**src/rtl/sfx_sequencer.sv**
```systemverilog
`default_nettype none
// ============================================================================
// Module      : sfx_sequencer
// Description : Sound-effect generator. It detects rising edges on the
//               chomp/eatghost/death event lines and picks one effect by
//               priority. It plays that effect's notes from a fixed
//               half-period table as +/-AMP square waves. It presents one
//               signed 24-bit sample per codec write slot, and the sample
//               is 0 when idle or between notes.
// Ports       : CLOCK_50    - system clock
//               reset       - synchronous active-high reset
//               chomp       - pellet-eaten event (level, rising edge triggers)
//               eatghost    - ghost-eaten event (level, rising edge triggers)
//               death       - pacman-death event (level, rising edge triggers)
//               write_ready - codec can accept a sample this cycle
//               write       - codec write strobe (write_ready gated by reset)
//               sample      - signed sample for both codec channels
//               busy        - an effect is playing (PLAY or GAP)
//               effect      - 0 none, 1 chomp, 2 eatghost, 3 death
// Revision    : 1.0 - initial release
// ============================================================================
module sfx_sequencer #(
  parameter int AMP      = 40000,
  parameter int NOTE_LEN = 12000,
  parameter int GAP_LEN  = 2400
) (
  input  logic        CLOCK_50,
  input  logic        reset,
  input  logic        chomp,
  input  logic        eatghost,
  input  logic        death,
  input  logic        write_ready,
  output logic        write,
  output logic [23:0] sample,
  output logic        busy,
  output logic [1:0]  effect
);

  localparam int c_MAXLEN = (NOTE_LEN > GAP_LEN) ? NOTE_LEN : GAP_LEN;
  localparam int c_CW     = $clog2(c_MAXLEN + 1);

  localparam logic [1:0] c_IDLE = 2'd0;
  localparam logic [1:0] c_PLAY = 2'd1;
  localparam logic [1:0] c_GAP  = 2'd2;

  localparam logic [c_CW-1:0] c_ONE      = c_CW'(1);
  localparam logic [c_CW-1:0] c_LEN_LAST = c_CW'(NOTE_LEN - 1);
  // Clamped so the constant stays meaningful when GAP_LEN is 0 (GAP unused then).
  localparam logic [c_CW-1:0] c_GAP_LAST = c_CW'(((GAP_LEN > 0) ? GAP_LEN : 1) - 1);
  localparam logic [23:0]     c_POS      = 24'(AMP);
  localparam logic [23:0]     c_NEG      = 24'(-AMP);

  // Note table: half-periods in accepted samples.
  function automatic logic [3:0] half_period(input logic [3:0] idx);
    case (idx)
      4'd0:    half_period = 4'd6;
      4'd1:    half_period = 4'd3;
      4'd2:    half_period = 4'd12;
      4'd3:    half_period = 4'd9;
      4'd4:    half_period = 4'd6;
      4'd5:    half_period = 4'd3;
      4'd6:    half_period = 4'd3;
      4'd7:    half_period = 4'd4;
      4'd8:    half_period = 4'd5;
      4'd9:    half_period = 4'd6;
      4'd10:   half_period = 4'd7;
      4'd11:   half_period = 4'd8;
      4'd12:   half_period = 4'd9;
      4'd13:   half_period = 4'd10;
      default: half_period = 4'd1;
    endcase
  endfunction

  function automatic logic [3:0] base_idx(input logic [1:0] eff);
    case (eff)
      2'd2:    base_idx = 4'd2;
      2'd3:    base_idx = 4'd6;
      default: base_idx = 4'd0;
    endcase
  endfunction

  function automatic logic [3:0] last_idx(input logic [1:0] eff);
    case (eff)
      2'd2:    last_idx = 4'd5;
      2'd3:    last_idx = 4'd13;
      default: last_idx = 4'd1;
    endcase
  endfunction

  logic [1:0]      state_q,  state_d;
  logic [1:0]      effect_q, effect_d;
  logic [3:0]      idx_q,    idx_d;
  logic [3:0]      half_q,   half_d;
  logic [c_CW-1:0] len_q,    len_d;
  logic [c_CW-1:0] gap_q,    gap_d;
  logic            pol_q,    pol_d;
  logic            chomp_q, eatghost_q, death_q;

  logic [1:0] sel;
  logic       start;
  logic       accept;
  logic [3:0] half_last;

  assign accept    = write_ready & ~reset;
  assign half_last = half_period(idx_q) - 4'd1;

  // Highest-priority rising edge this cycle; lower ones are simply dropped.
  assign sel = (death    & ~death_q)    ? 2'd3 :
               (eatghost & ~eatghost_q) ? 2'd2 :
               (chomp    & ~chomp_q)    ? 2'd1 : 2'd0;

  // Starts from IDLE, or preempts only with strictly higher priority. This
  // also covers a trigger that lands on the final accepted sample.
  assign start = (sel != 2'd0) && ((state_q == c_IDLE) || (sel > effect_q));

  // State register
  always_ff @(posedge CLOCK_50) begin
    if (reset) begin
      state_q    <= c_IDLE;
      effect_q   <= 2'd0;
      idx_q      <= 4'd0;
      half_q     <= 4'd0;
      len_q      <= '0;
      gap_q      <= '0;
      pol_q      <= 1'b0;
      chomp_q    <= 1'b0;
      eatghost_q <= 1'b0;
      death_q    <= 1'b0;
    end else begin
      state_q    <= state_d;
      effect_q   <= effect_d;
      idx_q      <= idx_d;
      half_q     <= half_d;
      len_q      <= len_d;
      gap_q      <= gap_d;
      pol_q      <= pol_d;
      chomp_q    <= chomp;
      eatghost_q <= eatghost;
      death_q    <= death;
    end
  end

  // Next-state logic
  always_comb begin
    state_d  = state_q;
    effect_d = effect_q;
    idx_d    = idx_q;
    half_d   = half_q;
    len_d    = len_q;
    gap_d    = gap_q;
    pol_d    = pol_q;
    if (start) begin
      state_d  = c_PLAY;
      effect_d = sel;
      idx_d    = base_idx(sel);
      half_d   = 4'd0;
      len_d    = '0;
      gap_d    = '0;
      pol_d    = 1'b1;
    end else if (accept) begin
      case (state_q)
        c_PLAY: begin
          if (half_q == half_last) begin
            half_d = 4'd0;
            pol_d  = ~pol_q;
          end else begin
            half_d = half_q + 4'd1;
          end
          len_d = len_q + c_ONE;
          if (len_q == c_LEN_LAST) begin
            if (idx_q == last_idx(effect_q)) begin
              state_d  = c_IDLE;
              effect_d = 2'd0;
              idx_d    = 4'd0;
              half_d   = 4'd0;
              len_d    = '0;
              pol_d    = 1'b0;
            end else if (GAP_LEN == 0) begin
              idx_d  = idx_q + 4'd1;
              half_d = 4'd0;
              len_d  = '0;
              pol_d  = 1'b1;
            end else begin
              state_d = c_GAP;
              gap_d   = '0;
            end
          end
        end
        c_GAP: begin
          if (gap_q == c_GAP_LAST) begin
            state_d = c_PLAY;
            idx_d   = idx_q + 4'd1;
            half_d  = 4'd0;
            len_d   = '0;
            gap_d   = '0;
            pol_d   = 1'b1;
          end else begin
            gap_d = gap_q + c_ONE;
          end
        end
        default: ;
      endcase
    end
  end

  // Output logic: sample is decoded from registered state so it is stable
  // for the whole cycle in which the codec accepts it.
  always_comb begin
    write  = accept;
    busy   = (state_q != c_IDLE);
    effect = effect_q;
    sample = 24'd0;
    if (state_q == c_PLAY) begin
      sample = pol_q ? c_POS : c_NEG;
    end
  end

endmodule
`default_nettype wire
```
**config.mk**
```make
export PLATFORM = sky130hd
export DESIGN_NAME = sfx_sequencer
export DESIGN_NICKNAME = d
export VERILOG_FILES = /design/src/rtl/sfx_sequencer.sv
export SDC_FILE = /design/constraint.sdc
export NUM_CORES = 1
export LEC_CHECK = 0
export BUFFER_PORTS_ARGS = -buffer_cell sky130_fd_sc_hd__buf_4
export CAP_MARGIN = 0
export CORE_UTILIZATION = 58
export DETAILED_ROUTE_END_ITERATION = 16
export GPL_ROUTABILITY_DRIVEN = 0
export PLACE_DENSITY_LB_ADDON = 0.3
export SYNTH_ARGS = -nofsm -noshare
export SYNTH_HDL_FRONTEND = slang
export SYNTH_SLANG_ARGS = --single-unit
```
**constraint.sdc**
```tcl
create_clock -name CLOCK_50 -period 3.94 [get_ports CLOCK_50]
set_input_delay 0.788 -clock CLOCK_50 [delete_from_list [all_inputs] [get_ports CLOCK_50]]
set_output_delay 0.788 -clock CLOCK_50 [all_outputs]
set_load 0.02 [all_outputs]
```
==> out/qor.csv <==
metric;value;unit
status;complete, no violations;
die-area;5260;µm²
synthCells;347;
ant_nets;0;
cp_max_fo;7;
synth_top_area_share;0.333;
crit_start;death;
route.vias.total;2404;
cts.sinks;48;
hold_buffers;0;
postLayoutCellArea;3110;µm²
ys_ff_latch;48;
power.total;1.05;mW
grt_max_degree;14;
cts.repair.resized;0;
layout-drive-gt1-share;0.128;
design.core.area;4750;µm²
cts_tree;built;
whs_path_depth;2;
grt_overflow_total;0;
grt_usage;0.236;
reg2reg_depth;8;
area_growth;7.67;%
finalCritPeriodShare;0.845;
clkLatencyLatePin;0.31;ns
synthFlopType;dfxtp_1;
numPortBuffers;27;
final.fill_count;446;
worstHoldPathType;reg -> reg;
die_h;72.6;µm
wirelength;5.68;mm
cts_buffer_depth;2;
synth_area;2890;µm²
required;4.18;ns
grt_first_pass_wirelength;9.62;mm
ys_top_cells_by_area;dfxtp_1 33%, buf_4 5.5%, nor2_1 5.5%;
synth_warnings;0;
end_kind;register;
peakVddDrop;0.285;mV
fin_crit;3.33;ns
max_slew_margin;0.400;
cts_buffers;5;
p_per_area;339;nW/µm²
diodes;0;
grt_pass1_vias;2228;
first_pass_iters;4;
synthArstFlopShare;0;
synth_edf_count;0;
cp.arrival;3.58;ns
dp_hpwl;4.25;mm
fmax;300;MHz
nets;377;
worst_pin_slew;0.894;ns
viasPerCell;5.63;
synth_top_cell_by_area;dfxtp_1;
place_inst;419;
path_clk_slew;0.08;ns
drtIter0Drc;107;
rsz0062_at_grt;false;
timing.max_cap.violations;0;
synth_cell_type_count;52;
crit-reg2reg-launch;len_q[0];
start_util;0.607;
instances_no_fill;427;
cts_root_buffer;clkbuf_8;
power_leakage;1.20;nW
hold_start;gap_q[13];
grt_antenna_before_repair;0;
fp.dieW;72.6;µm
synth.most_common_cell;dfxtp_1;
startpoint_type;input pin;
hold_viol_final;0;
htreeDepth;2;
rows;25;
postCtsSetupRepairBufs;0;
ios;34;
synth_area_per_cell;8.32;µm²
placed_area;3020;µm²
slew_violations;0;
tns;0;ns
worstSetupPathType;in -> reg;
synth_common_cells;48 x dfxtp_1, 42 x nor2_1, 21 x buf_4, 18 x nand2_1, 16 x xor2_1;
yosysSeqAreaShare;0.333;
finalClockSkew;0.00776;ns
post_drt_wl_per_cell;13.3;µm
setup_viol;0;
drc_errors;0;
cells by family (layout without fill, tap and decap cells):
kind of cell | after synthesis | in the layout | synth area share
DFF | 48 | 48 | 0.333
adders and majority gates | 12 | 12 | 0.0520
xor gates and xnor gates | 29 | 29 | 0.0880
buffers and inverters | 45 | 53 | 0.0862
and+or+nand+nor | 143 | 143 | 0.267
other | 1 | 6 | 0.00130
AOI/OAI and AO/OA | 59 | 59 | 0.137
muxes | 10 | 10 | 0.0355
power breakdown:
group	switching, mW	leakage (nW)	internal (mW)
clock	0.162	0.0455	0.143
sequential	0.0149	0.389	0.499
combinational	0.144	0.769	0.0903
flip-flops by register name, indices dropped and copies added (netlist names), named ones only:
name	cells
chomp_q	1
idx_q	4
half_q	4
pol_q	1
eatghost_q	1
effect	2
state_q	2
death_q	1
gap_q	14
len_q	14
worst paths after layout:
check,to,slack (ns)
min,gap_q[13],0.50
max,register,0.61
min reg2reg,gap_q[13],0.50
max reg2reg,gap_q[13],0.85
cell usage in the layout, fill, tap and decap left out, types with 7 or more instances in the layout:
cell,n
a21oi_1,14
buf_4,29
dfxtp_1,48
ha_1,12
inv_1,13
mux2i_1,8
nand2_1,18
nand2b_1,8
nand3_1,15
nand4_1,11
nor2_1,42
nor2b_1,10
nor4_1,7
o21ai_0,9
o21ai_1,8
xnor2_1,13
xor2_1,16
layer usage:
metal / part of all wire / wire length [µm] / track usage / vias up
met3: 0.057 / 322 / 0.0833 / 8
met5: 0 / 0 / 0 / -
met4: 0.017 / 94 / 0.0828 / 0
met1: 0.45 / 2560 / 0.277 / 1118
li1: - / - / - / 1216
met2: 0.48 / 2710 / 0.398 / 62
area by class of cell:
| class | count | area [µm²] | area share |
|---|---|---|---|
| tap | 67 | 83.8 | 0.0270 |
| sequential | 48 | 961 | 0.309 |
| inverter | 16 | 60.1 | 0.0193 |
| multi-input combinational | 259 | 1700 | 0.546 |
| clock buffer | 8 | 90.1 | 0.0290 |
| timing repair buffer | 29 | 218 | 0.0700 |
worst max-delay path, cell delays in order:
cell       delay (ns)
buf_4            0.11
nor2b_1          0.13
nand2b_1         0.18
ha_1             0.30
nor2b_1          0.13
a2bb2oi_1        0.17
o22a_1           0.27
nor3_1           0.37
mux2i_1          0.43
ha_1             0.30
mux2_1           0.28
o21ai_1          0.11
through the flow:
stage	util	hold WS, ns	setup WS [ns]
finish	0.654	0.497	0.609
global route	0.654	0.515	0.452
CTS	0.654	0.501	0.611
detailed placement	0.635	0.487	0.296
global placement	0.635	0.468	0.427
floorplan	-	0.458	0.649
Power figures use the tool's default switching activity.
